[config.mk]
export PLATFORM = sky130hd
export DESIGN_NAME = uart_rx_frame
export DESIGN_NICKNAME = d
export VERILOG_FILES = /design/src/rtl/uart_pkg.sv /design/src/rtl/data_sync.sv /design/src/rtl/uart_rx_frame.sv
export SDC_FILE = /design/constraint.sdc
export NUM_CORES = 1
export LEC_CHECK = 0
export CORE_MARGIN = 2
export CORE_UTILIZATION = 35
export DETAILED_ROUTE_END_ITERATION = 7
export MAX_ROUTING_LAYER = met4
export PLACE_DENSITY = 0.53
export SLEW_MARGIN = 5
export SYNTH_ARGS = -nofsm -noshare
export SYNTH_HDL_FRONTEND = slang
export SYNTH_SLANG_ARGS = --single-unit
[constraint.sdc]
create_clock -name clk_i -period 2.3 [get_ports clk_i]
set_input_delay 0.46 -clock clk_i [delete_from_list [all_inputs] [get_ports clk_i]]
set_output_delay 0.46 -clock clk_i [all_outputs]
set_load 0.1 [all_outputs]
[src/rtl/uart_pkg.sv]
// -----------------------------------------------------------------------------
// uart_pkg
// Shared definitions for the UART receive path.
//   UART_DATA_BITS  : payload bits per frame
//   uart_rx_state_t : receiver FSM states
//   even_parity     : parity helper used by the optional 8E1 check
// No ports (package).
// -----------------------------------------------------------------------------
package uart_pkg;

  localparam int UART_DATA_BITS = 8;

  typedef enum logic [2:0] {
    IDLE      = 3'd0,
    START     = 3'd1,
    DATA      = 3'd2,
    PARITY    = 3'd3,
    STOP      = 3'd4,
    WAIT_IDLE = 3'd5
  } uart_rx_state_t;

  // The even-parity bit is the XOR of the payload: it makes the total number
  // of ones in payload plus parity bit even.
  function automatic logic even_parity(input logic [UART_DATA_BITS-1:0] data);
    return ^data;
  endfunction

endpackage

[src/rtl/data_sync.sv]
// -----------------------------------------------------------------------------
// data_sync
// Two-flop synchronizer for a single asynchronous input. The reset value is a
// parameter so the same cell can be used for idle-high and idle-low lines.
// Ports:
//   clk_i   in  destination clock
//   rst_i   in  asynchronous active-high reset (both flops load RESET_VAL)
//   async_i in  asynchronous input
//   sync_o  out synchronized output, two clocks behind async_i
// -----------------------------------------------------------------------------
module data_sync #(
  parameter logic RESET_VAL = 1'b1
) (
  input  logic clk_i,
  input  logic rst_i,
  input  logic async_i,
  output logic sync_o
);

  logic r_meta;
  logic r_sync;

  // First flop may go metastable; the second gives it a full cycle to settle
  // before anything downstream looks at the value.
  always_ff @(posedge clk_i or posedge rst_i) begin
    if (rst_i) begin
      r_meta <= RESET_VAL;
      r_sync <= RESET_VAL;
    end else begin
      r_meta <= async_i;
      r_sync <= r_meta;
    end
  end

  assign sync_o = r_sync;

endmodule

[src/rtl/uart_rx_frame.sv]
// -----------------------------------------------------------------------------
// uart_rx_frame
// UART receive deserializer. Recovers 8-bit LSB-first frames from the
// asynchronous serial line and holds each byte on a level valid/ready
// handshake until the consumer accepts it.
//
// Build option:
//   UART_RX_PARITY_EN  defined   -> 8E1 frames, parity error raises frame_err
//                      undefined -> 8N1 frames, no parity state or logic
//
// Parameters:
//   CLK_FREQ   clock frequency in Hz
//   BAUD_RATE  line bit rate; DIV = CLK_FREQ / BAUD_RATE must be >= 4
// Ports:
//   clk_i                in  system clock
//   rst_i                in  asynchronous active-high reset
//   uart_rx_i            in  serial line, idles high, asynchronous
//   uart_rx_data_rdy_i   in  consumer accepts the held byte while high
//   uart_rx_data_o       out received byte, stable while valid is high
//   uart_rx_data_vld_o   out byte available (level)
//   uart_rx_frame_err_o  out one-cycle pulse: bad stop/parity, byte dropped
//   uart_rx_overrun_o    out one-cycle pulse: byte completed while valid high
// -----------------------------------------------------------------------------
module uart_rx_frame
  import uart_pkg::*;
#(
  parameter int CLK_FREQ  = 50_000_000,
  parameter int BAUD_RATE = 115_200
) (
  input  logic       clk_i,
  input  logic       rst_i,
  input  logic       uart_rx_i,
  input  logic       uart_rx_data_rdy_i,
  output logic [7:0] uart_rx_data_o,
  output logic       uart_rx_data_vld_o,
  output logic       uart_rx_frame_err_o,
  output logic       uart_rx_overrun_o
);

  localparam int DIV   = CLK_FREQ / BAUD_RATE;
  localparam int CNT_W = $clog2(DIV);
  localparam int IDX_W = $clog2(UART_DATA_BITS);

  localparam logic [CNT_W-1:0] CNT_LAST   = CNT_W'(DIV - 1);
  // Strobe lands in the middle of each bit, measured from the start-bit edge.
  localparam logic [CNT_W-1:0] CNT_STROBE = CNT_W'(DIV / 2 - 1);
  localparam logic [IDX_W-1:0] IDX_LAST   = IDX_W'(UART_DATA_BITS - 1);

  logic                       w_rx_s;
  uart_rx_state_t             r_state;
  uart_rx_state_t             w_state_next;
  logic [CNT_W-1:0]           r_bit_cnt;
  logic                       w_strobe;
  logic [UART_DATA_BITS-1:0]  r_shreg;
  logic [IDX_W-1:0]           r_idx;
  logic                       w_par_ok;
  logic                       w_clr_timer;
  logic                       w_shift;
  logic                       w_frame_done;
  logic                       w_frame_bad;
  logic                       w_vld_kept;

  logic [7:0]                 r_data;
  logic                       r_vld;
  logic                       r_frame_err;
  logic                       r_overrun;

  // Bring the serial line into the clock domain; idle level is high so the
  // synchronizer comes out of reset looking like an idle line.
  data_sync #(
    .RESET_VAL (1'b1)
  ) u_rx_sync (
    .clk_i   (clk_i),
    .rst_i   (rst_i),
    .async_i (uart_rx_i),
    .sync_o  (w_rx_s)
  );

  assign w_strobe = (r_bit_cnt == CNT_STROBE);

  // State register.
  always_ff @(posedge clk_i or posedge rst_i) begin
    if (rst_i) begin
      r_state <= IDLE;
    end else begin
      r_state <= w_state_next;
    end
  end

  // Next-state logic. WAIT_IDLE keeps a held-low line (break) from being
  // read as an endless stream of start bits after a framing error.
  always_comb begin
    w_state_next = r_state;
    case (r_state)
      IDLE: begin
        if (!w_rx_s) w_state_next = START;
      end
      START: begin
        if (w_strobe) w_state_next = w_rx_s ? IDLE : DATA;
      end
      DATA: begin
        if (w_strobe && (r_idx == IDX_LAST)) begin
`ifdef UART_RX_PARITY_EN
          w_state_next = PARITY;
`else
          w_state_next = STOP;
`endif
        end
      end
`ifdef UART_RX_PARITY_EN
      PARITY: begin
        if (w_strobe) w_state_next = STOP;
      end
`endif
      STOP: begin
        if (w_strobe) w_state_next = (w_rx_s && w_par_ok) ? IDLE : WAIT_IDLE;
      end
      WAIT_IDLE: begin
        if (w_rx_s) w_state_next = IDLE;
      end
      default: w_state_next = IDLE;
    endcase
  end

`ifdef UART_RX_PARITY_EN
  logic w_par_capture;
  logic r_par_ok;
`endif

  // Output decode of the FSM: per-cycle control strobes for the datapath.
  always_comb begin
    w_clr_timer  = 1'b0;
    w_shift      = 1'b0;
    w_frame_done = 1'b0;
    w_frame_bad  = 1'b0;
`ifdef UART_RX_PARITY_EN
    w_par_capture = 1'b0;
`endif
    case (r_state)
      IDLE:    w_clr_timer = ~w_rx_s;
      DATA:    w_shift     = w_strobe;
`ifdef UART_RX_PARITY_EN
      PARITY:  w_par_capture = w_strobe;
`endif
      STOP: begin
        if (w_strobe) begin
          w_frame_done = w_rx_s & w_par_ok;
          w_frame_bad  = ~(w_rx_s & w_par_ok);
        end
      end
      default: ;
    endcase
  end

`ifdef UART_RX_PARITY_EN
  // Parity verdict is captured mid parity bit and consumed at the stop strobe.
  always_ff @(posedge clk_i or posedge rst_i) begin
    if (rst_i) begin
      r_par_ok <= 1'b1;
    end else if (w_par_capture) begin
      r_par_ok <= (w_rx_s == even_parity(r_shreg));
    end
  end

  assign w_par_ok = r_par_ok;
`else
  assign w_par_ok = 1'b1;
`endif

  // Bit timer, restarted on the start-bit edge so that every strobe lands
  // half a bit period after the corresponding bit boundary.
  always_ff @(posedge clk_i or posedge rst_i) begin
    if (rst_i) begin
      r_bit_cnt <= '0;
    end else if (w_clr_timer || (r_bit_cnt == CNT_LAST)) begin
      r_bit_cnt <= '0;
    end else begin
      r_bit_cnt <= r_bit_cnt + CNT_W'(1);
    end
  end

  // Payload shift register. Bits arrive LSB first, so each new bit enters at
  // the top and after eight shifts bit 0 sits at shreg[0].
  always_ff @(posedge clk_i or posedge rst_i) begin
    if (rst_i) begin
      r_shreg <= '0;
      r_idx   <= '0;
    end else if (w_clr_timer) begin
      r_idx   <= '0;
    end else if (w_shift) begin
      r_shreg <= {w_rx_s, r_shreg[UART_DATA_BITS-1:1]};
      r_idx   <= r_idx + IDX_W'(1);
    end
  end

  // Handshake side: an acceptance in this cycle frees the holding register
  // before a completing frame is considered, so accept-and-complete in the
  // same cycle loads the new byte rather than flagging an overrun.
  assign w_vld_kept = r_vld & ~uart_rx_data_rdy_i;

  always_ff @(posedge clk_i or posedge rst_i) begin
    if (rst_i) begin
      r_data      <= 8'h00;
      r_vld       <= 1'b0;
      r_frame_err <= 1'b0;
      r_overrun   <= 1'b0;
    end else begin
      r_frame_err <= w_frame_bad;
      r_overrun   <= w_frame_done & w_vld_kept;
      if (w_frame_done && !w_vld_kept) begin
        r_data <= r_shreg;
        r_vld  <= 1'b1;
      end else begin
        r_vld  <= w_vld_kept;
      end
    end
  end

  assign uart_rx_data_o      = r_data;
  assign uart_rx_data_vld_o  = r_vld;
  assign uart_rx_frame_err_o = r_frame_err;
  assign uart_rx_overrun_o   = r_overrun;

endmodule

==> Word-level counts from Yosys, hierarchy flattened <==
Index checks and enable logic that the tools add are counted.
{ "totals": {"reg_bits": 36, "in_bits": 4, "out_inout_bits": 11, "wordCells": 55} }
{ "op_classes": {"addsub": 2, "n_eq_ne": 12, "mux": 18, "n_bitwise": 5, "n_reduce_logical": 8} }
{ "ops": {"columns": ["op", "count"], "rows": [
  ["2-to-1 mux 3 bit", 8],
  ["case mux 3 bit (5 select lines)", 1],
  ["adder 9 x 1 -> 9 bit, second input constant", 1],
  ["== test 3 bit, second input constant", 3],
  ["== test 9 x 8 -> 1 bit, second input constant", 1],
  ["== test 9 bit, second input constant", 1],
  ["2-to-1 mux 9 bit", 1],
  ["!= test 2 bit, second input constant", 4],
  ["2-to-1 mux 1 bit", 7],
  ["AND reduction 5 bit", 1],
  ["adder 3 x 1 -> 3 bit, second input constant", 1],
  ["== test 3 x 1 -> 1 bit, second input constant", 1],
  ["== test 3 x 2 -> 1 bit, second input constant", 1],
  ["logical NOT 3 bit", 1],
  ["NOT 1 bit", 3],
  ["bitwise AND 1 bit", 2],
  ["logical AND 1 bit", 2],
  ["2-to-1 mux 2 bit", 1],
  ["!= test 2 x 1 -> 1 bit, second input constant", 1],
  ["AND reduction 2 bit", 1],
  ["nonzero test 2 bit", 1],
  ["logical NOT 1 bit", 1],
  ["logical OR 1 bit", 1]
]} }

==> Depth between registers and ports, before layout <==
Gate-level depths: netlist of the first run.
{ "depth": {"word_depth": 5, "depth_mapped": 7, "depth_no_buf": 5} }

==> Cells and area by module <==
A second synthesis of the first run with hierarchy kept.
{ "hier_totals": {"hier_cells": 131, "area_unflattened_um2": 1566.5} }
{ "by_module_without_submodules": {"columns": ["mod", "n_inst", "cells_per_inst", "area_per_inst_um2", "seq_area_each_um2"], "rows": [
  ["uart_rx_frame", 1, 128, 1510.2, 850.8],
  ["data_sync", 1, 3, 56.3, 52.6]
]} }

==> Worst setup path before layout of the first run <==
Ideal clock, no wire load.
{ "synth_path": {"kind": "reg-to-reg", "start": "register r_vld (netlist: uart_rx_data_vld_o)", "end": "register r_data[0] (netlist: uart_rx_data_o[0])", "t_arrival_ns": 1.686, "required_ns": 2.174, "slack_ns": 0.488, "path_stages_with_launch": 4, "n_path_buf": 0, "path_cell_list": "dfrtp_1 > nand2b_1 > nand4_4 > mux2_2"} }
{ "synth_between": {"elab_chain_cells": 3} }
{ "synth_lines": {"columns": ["element", "line_no", "rtl"], "rows": [
  ["from (decl)", "uart_rx_frame.sv:64", "logic r_vld;"],
  ["from (signal assigned)", "uart_rx_frame.sv:214", "r_vld <= w_vld_kept;"],
  ["bitwise AND 1 bit", "uart_rx_frame.sv:199", "assign w_vld_kept = r_vld & ~uart_rx_data_rdy_i;"],
  ["logical NOT 1 bit", "uart_rx_frame.sv:210", "if (w_frame_done && !w_vld_kept) begin"],
  ["logical AND 1 bit", "uart_rx_frame.sv:210", null],
  ["to (signal assigned)", "uart_rx_frame.sv:211", "r_data <= r_shreg;"],
  ["to (decl)", "uart_rx_frame.sv:63", "logic [7:0] r_data;"]
]} }
No other way between the ends.
A chain may end at the register's enable or synchronous reset.

==> Worst setup path in the final report of the first run <==
{ "layout_path": {"start": "register r_bit_cnt[0]", "end": "register r_shreg[0]"} }
{ "layout_between": {"elab_chain_cells": 3} }
{ "layout_lines": {"columns": ["element", "line_no", "rtl"], "rows": [
  ["from (decl)", "uart_rx_frame.sv:52", "logic [CNT_W-1:0] r_bit_cnt;"],
  ["from (signal assigned)", "uart_rx_frame.sv:178", "r_bit_cnt <= r_bit_cnt + CNT_W'(1);"],
  ["== test 9 x 8 -> 1 bit", "uart_rx_frame.sv:79", "assign w_strobe = (r_bit_cnt == CNT_STROBE);"],
  ["2-to-1 mux 1 bit", "uart_rx_frame.sv:139", "case (r_state)"],
  ["AND reduction 2 bit (no line)", null, null],
  ["to (signal assigned)", "uart_rx_frame.sv:191", "r_shreg <= {w_rx_s, r_shreg[UART_DATA_BITS-1:1]};"],
  ["to (decl)", "uart_rx_frame.sv:54", "logic [UART_DATA_BITS-1:0] r_shreg;"]
]} }
No other way between the ends.

==> results_dict.tcl, run 1 <==
set metrics [dict create \
    place.gp.congestion 0.715 \
    status "finished clean" \
    ioPinCount 15 \
    diodes 0 \
    start_util_pct 35.8 \
    grt_pass1_wl_mm 4.67 \
    maxCapViolCount 0 \
    reg2reg_from "r_bit_cnt[0]$_DFF_PP0_" \
    yosysWarnings 0 \
    report.final.slew_viol_count 0 \
    netlist_instances 130 \
    rsz0062_at_grt "false" \
    firstDrtPassIters 4 \
    regArea_um2 903 \
    grt_max_degree 37 \
    worst_pin_slew_ns 0.441 \
    crit_type "reg2reg" \
    instances_no_fill 205 \
    antenna_left 0 \
    io_buffers 14 \
    layout_common_cells "dfrtp_1 (34), buf_4 (13), mux2_2 (9), inv_1 (9), mux2_4 (7)" \
    worstPathMaxFanout 11 \
    fillers 426 \
    clkTransAtPathRegs_ns 0.07 \
    powerDensity_nw_per_um2 616 \
    dp_hpwl_mm 1.90 \
    htree_levels 2 \
    holdCritPathClass "reg2reg" \
    rr_worst_depth 5 \
    syn_avg_cell_area_um2 12.8 \
    vias 1011 \
    wl_mm 2.63 \
    ctsResizeCount 0 \
    period_share_pct 77.9 \
    die_height_um 73.0 \
    routed_via_density 4.93 \
    ys_seq_elements 36 \
    cts_tree "yes" \
    clock-sinks 36 \
    syn_area_um2 1670 \
    dieArea_um2 5330 \
    die_w_um 73.0 \
    crit_path_end_kind "register" \
    yosysSeqAreaShare_pct 54.2 \
    synth.largest_area_cell "dfrtp_1" \
    synth.distinct_cells 36 \
    worstSetupStartpointType "register" \
    finalCriticalPeriod_ns 1.79 \
    grt_pass1_vias 1019 \
    fmax_ghz 0.558 \
    peakVddDrop_uv 213 \
    holdWs_ns 0.358 \
    cts-root-buf "clkbuf_8" \
    synth.top_cell.area_share_pct 51.1 \
    fp.coreArea_um2 4660 \
    row_count 25 \
    ctsHoldBuffers 0 \
    clock_path_buffers 2 \
    first_iter_violations 64 \
    final_util_pct 41.6 \
    r2r_slack_ns 0.51 \
    placed_cells 197 \
    pre_cts_ws_ns 0.502 \
    multi_input_area_um2 699 \
    area_growth_pct 16.4 \
    cts_buffers 5 \
    max_slew_margin_pct 70.6 \
    fin_nets 159 \
    fin_skew_ns 0.00612 \
    timing.final.ws_setup_ns 0.508 \
    final_common_cell "dfrtp_1" \
    drive_above_1_share_pct 29.8 \
    grt_usage_pct 11.8 \
    power_leakage_nw 0.934 \
    setup_viol 0 \
    hold_violations 0 \
    post_cts_buffers 0 \
    wl_per_cell_um 12.8 \
    min_to "u_rx_sync.sync_o$_DFF_PP1_" \
    fin_setup_tns_ns 0 \
    worstHoldPathCells 0 \
    worstSkewPairLatency_ns 0.28 \
    critPathArrivalTime_ns 1.96 \
    cp.required_ns 2.47 \
    synthTopCellsByArea "dfrtp_1 (51%), mux2_4 (6.3%), mux2_2 (6.1%)" \
    overflow 0 \
    min_from "u_rx_sync.r_meta$_DFF_PP1_" \
    drc 0 \
    syn_nets 139 \
    grt_antenna_before_repair 0 \
    regToRegEndpoint "r_shreg[0]$_DFFE_PP0P_" \
]
==> report_power, final <==
group          leakage, nW  internal [mW]  switching (mW)  total, mW
sequential           0.481          0.636         0.00213      0.638
clock               0.0552          0.321           0.216      0.538
combinational        0.398        0.00618          0.0127     0.0189
==> how the worst max path moves through the flow <==
| stage | to | cells after the start | from | slack [ns] |
|---|---|---|---|---|
| detailed placement | r_shreg[2]$_DFFE_PP0P_ | 5 | r_bit_cnt[0]$_DFF_PP0_ | 0.50 |
| finish | r_shreg[0]$_DFFE_PP0P_ | 5 | r_bit_cnt[0]$_DFF_PP0_ | 0.51 |
| global placement | uart_rx_data_o[3]$_DFFE_PP0P_ | 4 | uart_rx_data_rdy_i | 0.52 |
| floorplan | uart_rx_data_o[0]$_DFFE_PP0P_ | 3 | uart_rx_data_vld_o$_DFF_PP0_ | 0.49 |
| CTS | r_shreg[0]$_DFFE_PP0P_ | 5 | r_bit_cnt[0]$_DFF_PP0_ | 0.50 |
| global route | r_shreg[0]$_DFFE_PP0P_ | 5 | r_bit_cnt[0]$_DFF_PP0_ | 0.39 |
==> worst max-delay path, stage by stage, from the launching register on <==
cell	delay, ns
dfrtp_1	0.44
inv_1	0.08
ha_1	0.14
and4bb_1	0.41
nand3_4	0.26
mux2_4	0.36
==> cell families (layout without fill, tap and decap cells) <==
| logic type | Yosys count | in the layout | share of synthesized area (%) |
|---|---|---|---|
| multiplexers | 19 | 19 | 14.2 |
| XOR/XNOR | 3 | 3 | 1.58 |
| AND/OR/NAND/NOR | 39 | 39 | 16.3 |
| AO/OA/AOI/OAI | 16 | 16 | 6.16 |
| adder cells (fa/ha/maj) | 5 | 5 | 3.75 |
| buffers and inverters | 12 | 33 | 3.83 |
| flip-flops | 36 | 36 | 54.2 |
==> synthesized netlist by cell type <==
| cell | n |
|---|---|
| ha_1 | 5 |
| mux2_4 | 7 |
| mux2i_1 | 3 |
| dfrtp_1 | 34 |
| buf_6 | 2 |
| nand4bb_1 | 1 |
| nand3_4 | 1 |
| o41ai_2 | 1 |
| and4bb_1 | 1 |
| o21ai_1 | 1 |
| a32o_1 | 1 |
| xor2_1 | 1 |
| nand2_1 | 5 |
| nor3_1 | 2 |
| dfstp_2 | 2 |
| a21oi_1 | 6 |
| nand4_4 | 1 |
| or4_1 | 1 |
| o221ai_1 | 1 |
| and4bb_2 | 1 |
| o21ai_0 | 5 |
| inv_1 | 9 |
| or3_1 | 5 |
| clkbuf_4 | 1 |
| nor2_1 | 6 |
| a211oi_1 | 1 |
| xnor2_1 | 2 |
| mux2_2 | 9 |
| and2_2 | 1 |
| nor2b_1 | 1 |
| nand4_1 | 3 |
| nor3b_4 | 1 |
| nand3_1 | 4 |
| or2_2 | 1 |
| and4b_1 | 1 |
| nand2b_1 | 3 |
==> layout make-up <==
class	instances	area share, %
Clock buffer	6	3.74
Inverter	9	1.74
Tap cell	54	3.48
Sequential cell	36	46.6
Clock inverter	2	1.81
Timing Repair Buffer	16	6.58
Multi-Input combinational cell	82	36.1
==> layer usage <==
metal | share of wire [%] | vias to the layer above | GRT usage [%]
met3 | 3.2 | 6 | 4.14
met1 | 46 | 493 | 13.6
met2 | 49 | 11 | 18.8
li1 | - | 501 | -
met4 | 2.0 | 0 | 4.94
met5 | 0 | - | -
==> sequential cells by signal, indices dropped and copies added, names as in the netlist <==
register,flops
u_rx_sync.r_meta,1
r_state,3
r_bit_cnt,9
u_rx_sync.sync_o,1
uart_rx_data_o,8
uart_rx_data_vld_o,1
uart_rx_overrun_o,1
r_idx,3
uart_rx_frame_err_o,1
r_shreg,8
==> stage by stage <==
step,total power [mW],area [µm²]
after floorplan,0.660,1670
after global placement,0.670,1830
after CTS,1.22,1940
after global routing,1.25,1940
after detailed placement,0.671,1830
final,1.20,1940
(Power assumes the default switching activity.)
==> run 2: changes to the inputs <==
==> constraint.sdc (replaced) <==
create_clock -name clk_i -period 1.7 [get_ports clk_i]
set_input_delay 0.34 -clock clk_i [delete_from_list [all_inputs] [get_ports clk_i]]
set_output_delay 0.34 -clock clk_i [all_outputs]
set_load 0.1 [all_outputs]
==> results_dict.tcl, run 2 (same netlist as run 1, synthesis figures left out) <==
set metrics [dict create \
    worstHoldPathCells 0 \
    startpoint "r_bit_cnt[1]$_DFF_PP0_" \
    crit_chain "inv_1 > ha_1 > and4bb_1 > nand3_4 > mux2_4" \
    grt_usage_pct 12.6 \
    clock_path_buffers 2 \
    drc 0 \
    ioPinCount 15 \
    cts_buffers 5 \
    clock-sinks 36 \
    die_height_um 73.0 \
    start_util_pct 35.8 \
    max_stage_delay_ns 0.38 \
    cts-root-buf "clkbuf_8" \
    grt_pass1_vias 1087 \
    dieArea_um2 5330 \
    status "finished clean" \
    io_buffers 14 \
    layout_common_cells "dfrtp_1 (33), buf_12 (12), mux2_2 (9), inv_1 (9)" \
    wl_per_cell_um 13.5 \
    critPathArrivalTime_ns 1.81 \
    hold_violations 0 \
    vias 1055 \
    fin_skew_ns 0.00835 \
    reg2reg_from "r_bit_cnt[1]$_DFF_PP0_" \
    setup_viol 0 \
    area_growth_pct 27.9 \
    min_from "u_rx_sync.r_meta$_DFF_PP1_" \
    p_total_mw 1.52 \
    wl_mm 2.85 \
    fin_nets 165 \
    worstSetupStartpointType "register" \
    die_w_um 73.0 \
    htree_levels 2 \
    rr_worst_depth 5 \
    fp.coreArea_um2 4660 \
    worstPathMaxFanout 9 \
    period_share_pct 96.1 \
    worstSkewPairLatency_ns 0.29 \
    r2r_slack_ns 0.07 \
    crit_type "reg2reg" \
    power_leakage_nw 0.993 \
    firstDrtPassIters 4 \
    cp.required_ns 1.87 \
    crit_path_end_kind "register" \
    routed_via_density 5.00 \
    worst_pin_slew_ns 0.280 \
    first_iter_violations 23 \
    cts_tree "yes" \
    peakVddDrop_uv 300 \
    finalCriticalPeriod_ns 1.63 \
    regToRegEndpoint "r_shreg[5]$_DFFE_PP0P_" \
    holdCritPathClass "reg2reg" \
    max_slew_margin_pct 81.3 \
    row_count 25 \
    report.final.slew_viol_count 0 \
    slowest_stage "dfrtp_1" \
    powerDensity_nw_per_um2 713 \
    overflow 0 \
    maxCapViolCount 0 \
    clkTransAtPathRegs_ns 0.07 \
    dp_hpwl_mm 2.04 \
    grt_antenna_before_repair 0 \
    place.gp.congestion 0.706 \
    final_common_cell "dfrtp_1" \
    diodes 0 \
    regMostFlops "r_bit_cnt" \
    grt_max_degree 37 \
    final_util_pct 45.7 \
    rsz0062_at_grt "false" \
    grt_pass1_wl_mm 5.02 \
    antenna_left 0 \
    min_to "u_rx_sync.sync_o$_DFF_PP1_" \
    fmax_ghz 0.612 \
    drive_above_1_share_pct 33.8 \
    largest_reg_flops 9 \
]
run 2: worst max path at each step:
stage / slack, ns / cells past startpoint / to
2_1_floorplan: 0.1 / 7 / r_shreg[0]$_DFFE_PP0P_
4_1_cts: 0.05 / 5 / r_shreg[5]$_DFFE_PP0P_
6_report: 0.07 / 5 / r_shreg[5]$_DFFE_PP0P_
3_5_place_dp: -0.03 / 5 / r_bit_cnt[4]$_DFF_PP0_
5_1_grt: 0.007 / 5 / r_shreg[3]$_DFFE_PP0P_
3_3_place_gp: 0.06 / 5 / r_bit_cnt[2]$_DFF_PP0_
run 2: what timing repair did:
item                       CTS  global route
setup endpoints to repair    5             1
setup buffers                0             1
pin swaps                    0             1
hold buffers                 0             0
resized for setup            1             0
run 2: routing by layer:
| metal | global-route usage [%] | routed length (µm) | vias up |
|---|---|---|---|
| met1 | 15.0 | 1330 | 522 |
| met3 | 4.14 | 88 | 5 |
| met2 | 19.8 | 1390 | 14 |
| met4 | 4.94 | 36 | 0 |
| li1 | - | - | 514 |
| met5 | - | 0 | - |
run 2: power breakdown:
part           switching, mW  total [mW]  internal [mW]
Sequential           0.00277       0.863          0.860
Combinational         0.0181      0.0297         0.0116
Clock                  0.305       0.628          0.323
run 2: layout make-up:
type	instances	area [µm²]
clock buffers	6	82.6
clock inverters	2	10.0
well taps	54	67.6
flip-flops and latches	36	905
repair buffers	22	323
multi-input cells	82	711
inverters	9	33.8
fillers	415	2530
run 2: through the flow:
stage / cells / worst slack (ns) / setup TNS, ns / instance area (µm²) / hold WS (ns)
final: 211 / 0.0658 / 0 / 2130 / 0.356
after global routing: 211 / 0.00704 / 0 / 2130 / 0.360
after CTS: 210 / 0.0503 / 0 / 2120 / 0.358
after detailed placement: 202 / -0.0313 / -0.103 / 2020 / 0.348
after global placement: 202 / 0.0570 / 0 / 2020 / 0.346
after floorplan: 130 / 0.0984 / 0 / 1670 / 0.344
run 2: critical path, delay by kind of cell (launching register included):
family / cells / cell delay (ns)
AND/OR/NAND/NOR: 2 / 0.57
multiplexers: 1 / 0.35
adder cells (fa/ha/maj): 1 / 0.15
flip-flops: 1 / 0.38
buffers and inverters: 1 / 0.09
==> run 3: changes to the inputs <==
--- a/config.mk
+++ b/config.mk
@@ -6,10 +6,11 @@
 export NUM_CORES = 1
 export LEC_CHECK = 0
 export CORE_MARGIN = 2
-export CORE_UTILIZATION = 35
+export CORE_UTILIZATION = 56
+export CTS_CLUSTER_SIZE = 16
 export DETAILED_ROUTE_END_ITERATION = 7
 export MAX_ROUTING_LAYER = met4
-export PLACE_DENSITY = 0.53
+export PLACE_DENSITY = 0.78
 export SLEW_MARGIN = 5
 export SYNTH_ARGS = -nofsm -noshare
 export SYNTH_HDL_FRONTEND = slang
==> results_dict.tcl, run 3 (same netlist as run 1, synthesis figures left out) <==
set metrics [dict create \
    status "finished clean" \
    routed_via_density 5.93 \
    fmax_ghz 0.635 \
    holdCritPathClass "in2async" \
    max_slew_margin_pct 65.4 \
    fin_skew_ns 0.00753 \
    max_stage_delay_ns 0.37 \
    firstDrtPassIters 4 \
    timing.final.ws_setup_ns 0.124 \
    htree_levels 2 \
    fillers 181 \
    diodes 0 \
    grt_pass1_vias 1155 \
    layout_common_cells "dfrtp_1 (33), buf_12 (11), mux2_2 (9), inv_1 (9), buf_4 (8)" \
    slowest_stage "dfrtp_1" \
    fin_setup_tns_ns 0 \
    grt_usage_pct 21.5 \
    rsz0062_at_grt "false" \
    worstSkewPairLatency_ns 0.35 \
    power_leakage_nw 0.986 \
    final_common_cell "dfrtp_1" \
    first_iter_violations 35 \
    worstPathMaxFanout 5 \
    overflow 0 \
    placed_cell_area_um2 1990 \
    hold_violations 0 \
    crit_path_end_kind "register" \
    critPathArrivalTime_ns 1.82 \
    clock-sinks 36 \
    worstSetupStartpointType "register" \
    p_int_mw 1.26 \
    io_buffers 14 \
    multi_input_area_um2 711 \
    pre_cts_ws_ns 0.0399 \
    p_switching_mw 0.304 \
    antenna_left 0 \
    maxCapViolCount 0 \
    post_cts_buffers 0 \
    grt_pass1_wl_mm 5.22 \
    ctsHoldBuffers 0 \
    drive_above_1_share_pct 34.4 \
    place.gp.congestion 0.857 \
    ctsResizeCount 0 \
    combPwrFrac_pct 1.8 \
    row_count 19 \
    pwr-share-seq_pct 55.2 \
    fp.coreArea_um2 2780 \
    cts_tree "yes" \
    start_util_pct 59.9 \
    drc 0 \
    dp_hpwl_mm 2.21 \
    cts_buffers 5 \
    setup_viol 0 \
    dieArea_um2 3430 \
    cts-root-buf "clkbuf_4" \
    fin_nets 165 \
    postLayoutCellArea_um2 2090 \
    swShare_pct 19.5 \
    p_total_mw 1.56 \
    holdWs_ns 0.205 \
    largest_reg_flops 9 \
    grt_antenna_before_repair 0 \
    die_height_um 58.6 \
    wl_mm 3.03 \
    crit_chain "inv_1 > ha_1 > and4bb_2 > buf_4 > and2_2 > a32o_1" \
    worst_pin_slew_ns 0.518 \
    die_w_um 58.6 \
    wl_per_cell_um 16.1 \
    clock_path_buffers 2 \
    area_growth_pct 25.6 \
    report.final.slew_viol_count 0 \
    regMostFlops "r_bit_cnt" \
    ioPinCount 15 \
    cp.required_ns 1.94 \
    peakVddDrop_uv 916 \
    clkTransAtPathRegs_ns 0.10 \
    vias 1114 \
    powerDensity_nw_per_um2 747 \
    p_clk_share_pct 43.1 \
    regArea_um2 905 \
    period_share_pct 92.7 \
    crit_type "reg2reg" \
    finalCriticalPeriod_ns 1.58 \
    grt_max_degree 19 \
]
## run 3: path summary, 6_finish.rpt
| path | end | slack, ns | from | depth (start not counted) |
|---|---|---|---|---|
| max | r_state[1]$_DFFE_PP0P_ | 0.12 | r_bit_cnt[0]$_DFF_PP0_ | 6 |
| min in group clk_i | u_rx_sync.sync_o$_DFF_PP1_ | 0.36 | u_rx_sync.r_meta$_DFF_PP1_ | 0 |
| min | r_bit_cnt[4]$_DFF_PP0_ | 0.20 | rst_i | 2 |
| max in group asynchronous | u_rx_sync.r_meta$_DFF_PP1_ | 0.97 | rst_i | 3 |
| max reg2reg | r_state[1]$_DFFE_PP0P_ | 0.12 | r_bit_cnt[0]$_DFF_PP0_ | 6 |
| min reg2reg | u_rx_sync.sync_o$_DFF_PP1_ | 0.36 | u_rx_sync.r_meta$_DFF_PP1_ | 0 |
## run 3: metal layers
layer / up-vias / global-route usage (%) / share of wire, %
li1: 517 / - / -
met1: 560 / 23.8 / 41
met2: 32 / 35.2 / 53
met3: 5 / 7.25 / 4.5
met4: 0 / 9.97 / 1.6
met5: - / - / 0
## run 3: power by group through the flow
stage | sequential, mW | combinational [mW] | clock (mW)
after floorplan | 0.879 | 0.0139 | 0
after global placement | 0.879 | 0.0280 | 0
after detailed placement | 0.880 | 0.0286 | 0
after CTS | 0.863 | 0.0286 | 0.689
after global routing | 0.864 | 0.0321 | 0.724
final | 0.863 | 0.0276 | 0.674
## run 3: critical path: cells and delay by family, from the launching register on
family | cells | cell delay (ns)
adder cells (fa/ha/maj) | 1 | 0.18
flip-flops | 1 | 0.37
AND/OR/NAND/NOR | 2 | 0.48
AO/OA/AOI/OAI | 1 | 0.22
buffers and inverters | 2 | 0.22
## run 3: per-stage QoR
stage | utilization, % | std cells
6_report | 75.3 | 188
5_1_grt | 75.3 | 188
4_1_cts | 74.9 | 188
2_1_floorplan | - | 130
3_5_place_dp | 71.4 | 180
3_3_place_gp | 71.4 | 180
## run 3: layout make-up
| class | instances | area share [%] |
|---|---|---|
| clock inverters | 1 | 1.43 |
| repair buffers | 22 | 14.8 |
| flip-flops and latches | 36 | 43.2 |
| inverters | 9 | 1.61 |
| multi-input cells | 82 | 34.0 |
| clock buffers | 7 | 3.11 |
| well taps | 31 | 1.85 |
==> RTL edit (config.mk and constraints of run 1) <==
Set the parameter `CLK_FREQ` to 25_000_000 (it was 50_000_000).
--- a/src/rtl/uart_rx_frame.sv
+++ b/src/rtl/uart_rx_frame.sv
@@ -26,3 +26,3 @@
 #(
-  parameter int CLK_FREQ  = 50_000_000,
+  parameter int CLK_FREQ  = 25_000_000,
   parameter int BAUD_RATE = 115_200
Behaviour: same outputs for any inputs over 10 cycles, from zero or initial values and one cycle with rst_i high; that may be too few to reach the edited logic, so the function may still have changed.
==> RTL edit against run 1 <==
Combinational power is 13% higher. Setup slack worse by 0.097 ns. Non-clock buffer count is 2 higher. Final area is 3.6% lower. Sequential cell count is 1 lower. Power is 9.6% lower. Critical endpoint is now uart_rx_data_o[6]. Routed wire length is 4.8% higher. Synthesized area is 6.1% lower.
==> RTL edit: results <==
{
  "track_usage": 0.129,
  "wire_per_inst_um": 13.7,
  "fin_skew_ns": 0.00621,
  "place_congestion": 0.735,
  "rrSetupSlack_ns": 0.41,
  "num_vias": 1015,
  "nNetsFinal": 156,
  "switching_share": 0.225,
  "power.leakage_uw": 0.000914,
  "ys_warn_count": 0,
  "ys_seq_area_frac": 0.561,
  "synthCells": 124,
  "fillCellCount": 433,
  "synth.area.top_cells": "dfrtp_1 53%, mux2_2 12%, dfstp_2 3.4%",
  "grt_first_pass_wirelength_mm": 4.88,
  "reg2reg_to": "uart_rx_data_o[6]",
  "peakVddDrop_mv": 0.244,
  "grt_max_degree": 26,
  "initialDrtViolationCount": 57,
  "status": "completed",
  "r2r-start": "r_bit_cnt[0]",
  "synth_fp_nets": 132,
  "critical_path_arrival_ns": 2.06,
  "hpwl_mm": 1.95,
  "dr.pass1.iters": 4,
  "relSlewSlack": 0.673,
  "synth.distinct_cells": 34,
  "drive_above_1_share": 0.309,
  "final_cells": 201,
  "dp_cells": 193,
  "synthTopCellsByCount": "33 x dfrtp_1, 16 x mux2_2, 8 x inv_1",
  "crit_path_max_fanout": 8
}
==> RTL edit: changes by cell type after synthesis, moves of 3 or more <==
cell / before / now
a21oi_1: 6 / 3
mux2_4: 7 / 0
mux2_2: 9 / 16
nand2b_1: 3 / 0
==> RTL edit: area by class of cell <==
class                           instances  area share
Inverter                                8      0.0161
Tap cell                               52      0.0348
Multi-Input combinational cell         80       0.349
Clock inverter                          3      0.0107
Timing Repair Buffer                   18      0.0830
Clock buffer                            5      0.0368
Sequential cell                        35       0.470
==> RTL edit: per-layer routing <==
layer	global-route usage	share of wire
met5	-	0
met4	0.0692	0.018
met3	0.0342	0.032
met2	0.189	0.46
met1	0.163	0.49
==> RTL edit: worst min path at each step <==
| stage | slack, ns | cells past startpoint | endpoint |
|---|---|---|---|
| floorplan | 0.35 | 0 | u_rx_sync.sync_o |
| global placement | 0.35 | 0 | u_rx_sync.sync_o |
| detailed placement | 0.35 | 0 | u_rx_sync.sync_o |
| CTS | 0.36 | 0 | u_rx_sync.sync_o |
| global route | 0.37 | 0 | u_rx_sync.sync_o |
| finish | 0.36 | 0 | u_rx_sync.sync_o |
==> RTL edit: power groups by stage <==
stage | registers (uW) | clock network (uW) | logic [uW]
after floorplan | 632 | 0 | 9.64
after global placement | 632 | 0 | 21.9
after detailed placement | 632 | 0 | 22.5
after CTS | 621 | 458 | 22.5
after global routing | 621 | 489 | 25.4
final | 621 | 438 | 21.4
==> RTL edit: logic make-up after synthesis <==
logic type | count (synthesis) | synth area share
AND/OR/NAND/NOR | 39 | 0.177
flip-flops | 35 | 0.561
multiplexers | 19 | 0.134
AO/OA/AOI/OAI | 16 | 0.0623
buffers and inverters | 9 | 0.0224
adder cells (fa/ha/maj) | 4 | 0.0320
XOR/XNOR | 2 | 0.0112
==> RTL edit: stage by stage <==
step	power, uW	area [sq um]	setup slack, ns	hold slack [ns]
global route	1130	1870	0.287	0.369
detailed placement	655	1780	0.416	0.352
global placement	654	1780	0.433	0.350
CTS	1100	1870	0.400	0.364
finish	1080	1870	0.411	0.362
floorplan	641	1570	0.347	0.345
==> RTL edit: worst max-delay path, cell delays in order (launching register included) <==
cell       delay, ns
dfrtp_1         0.44
ha_1            0.32
nand4bb_2       0.19
nor4_4          0.27
buf_4           0.21
mux2_2          0.34
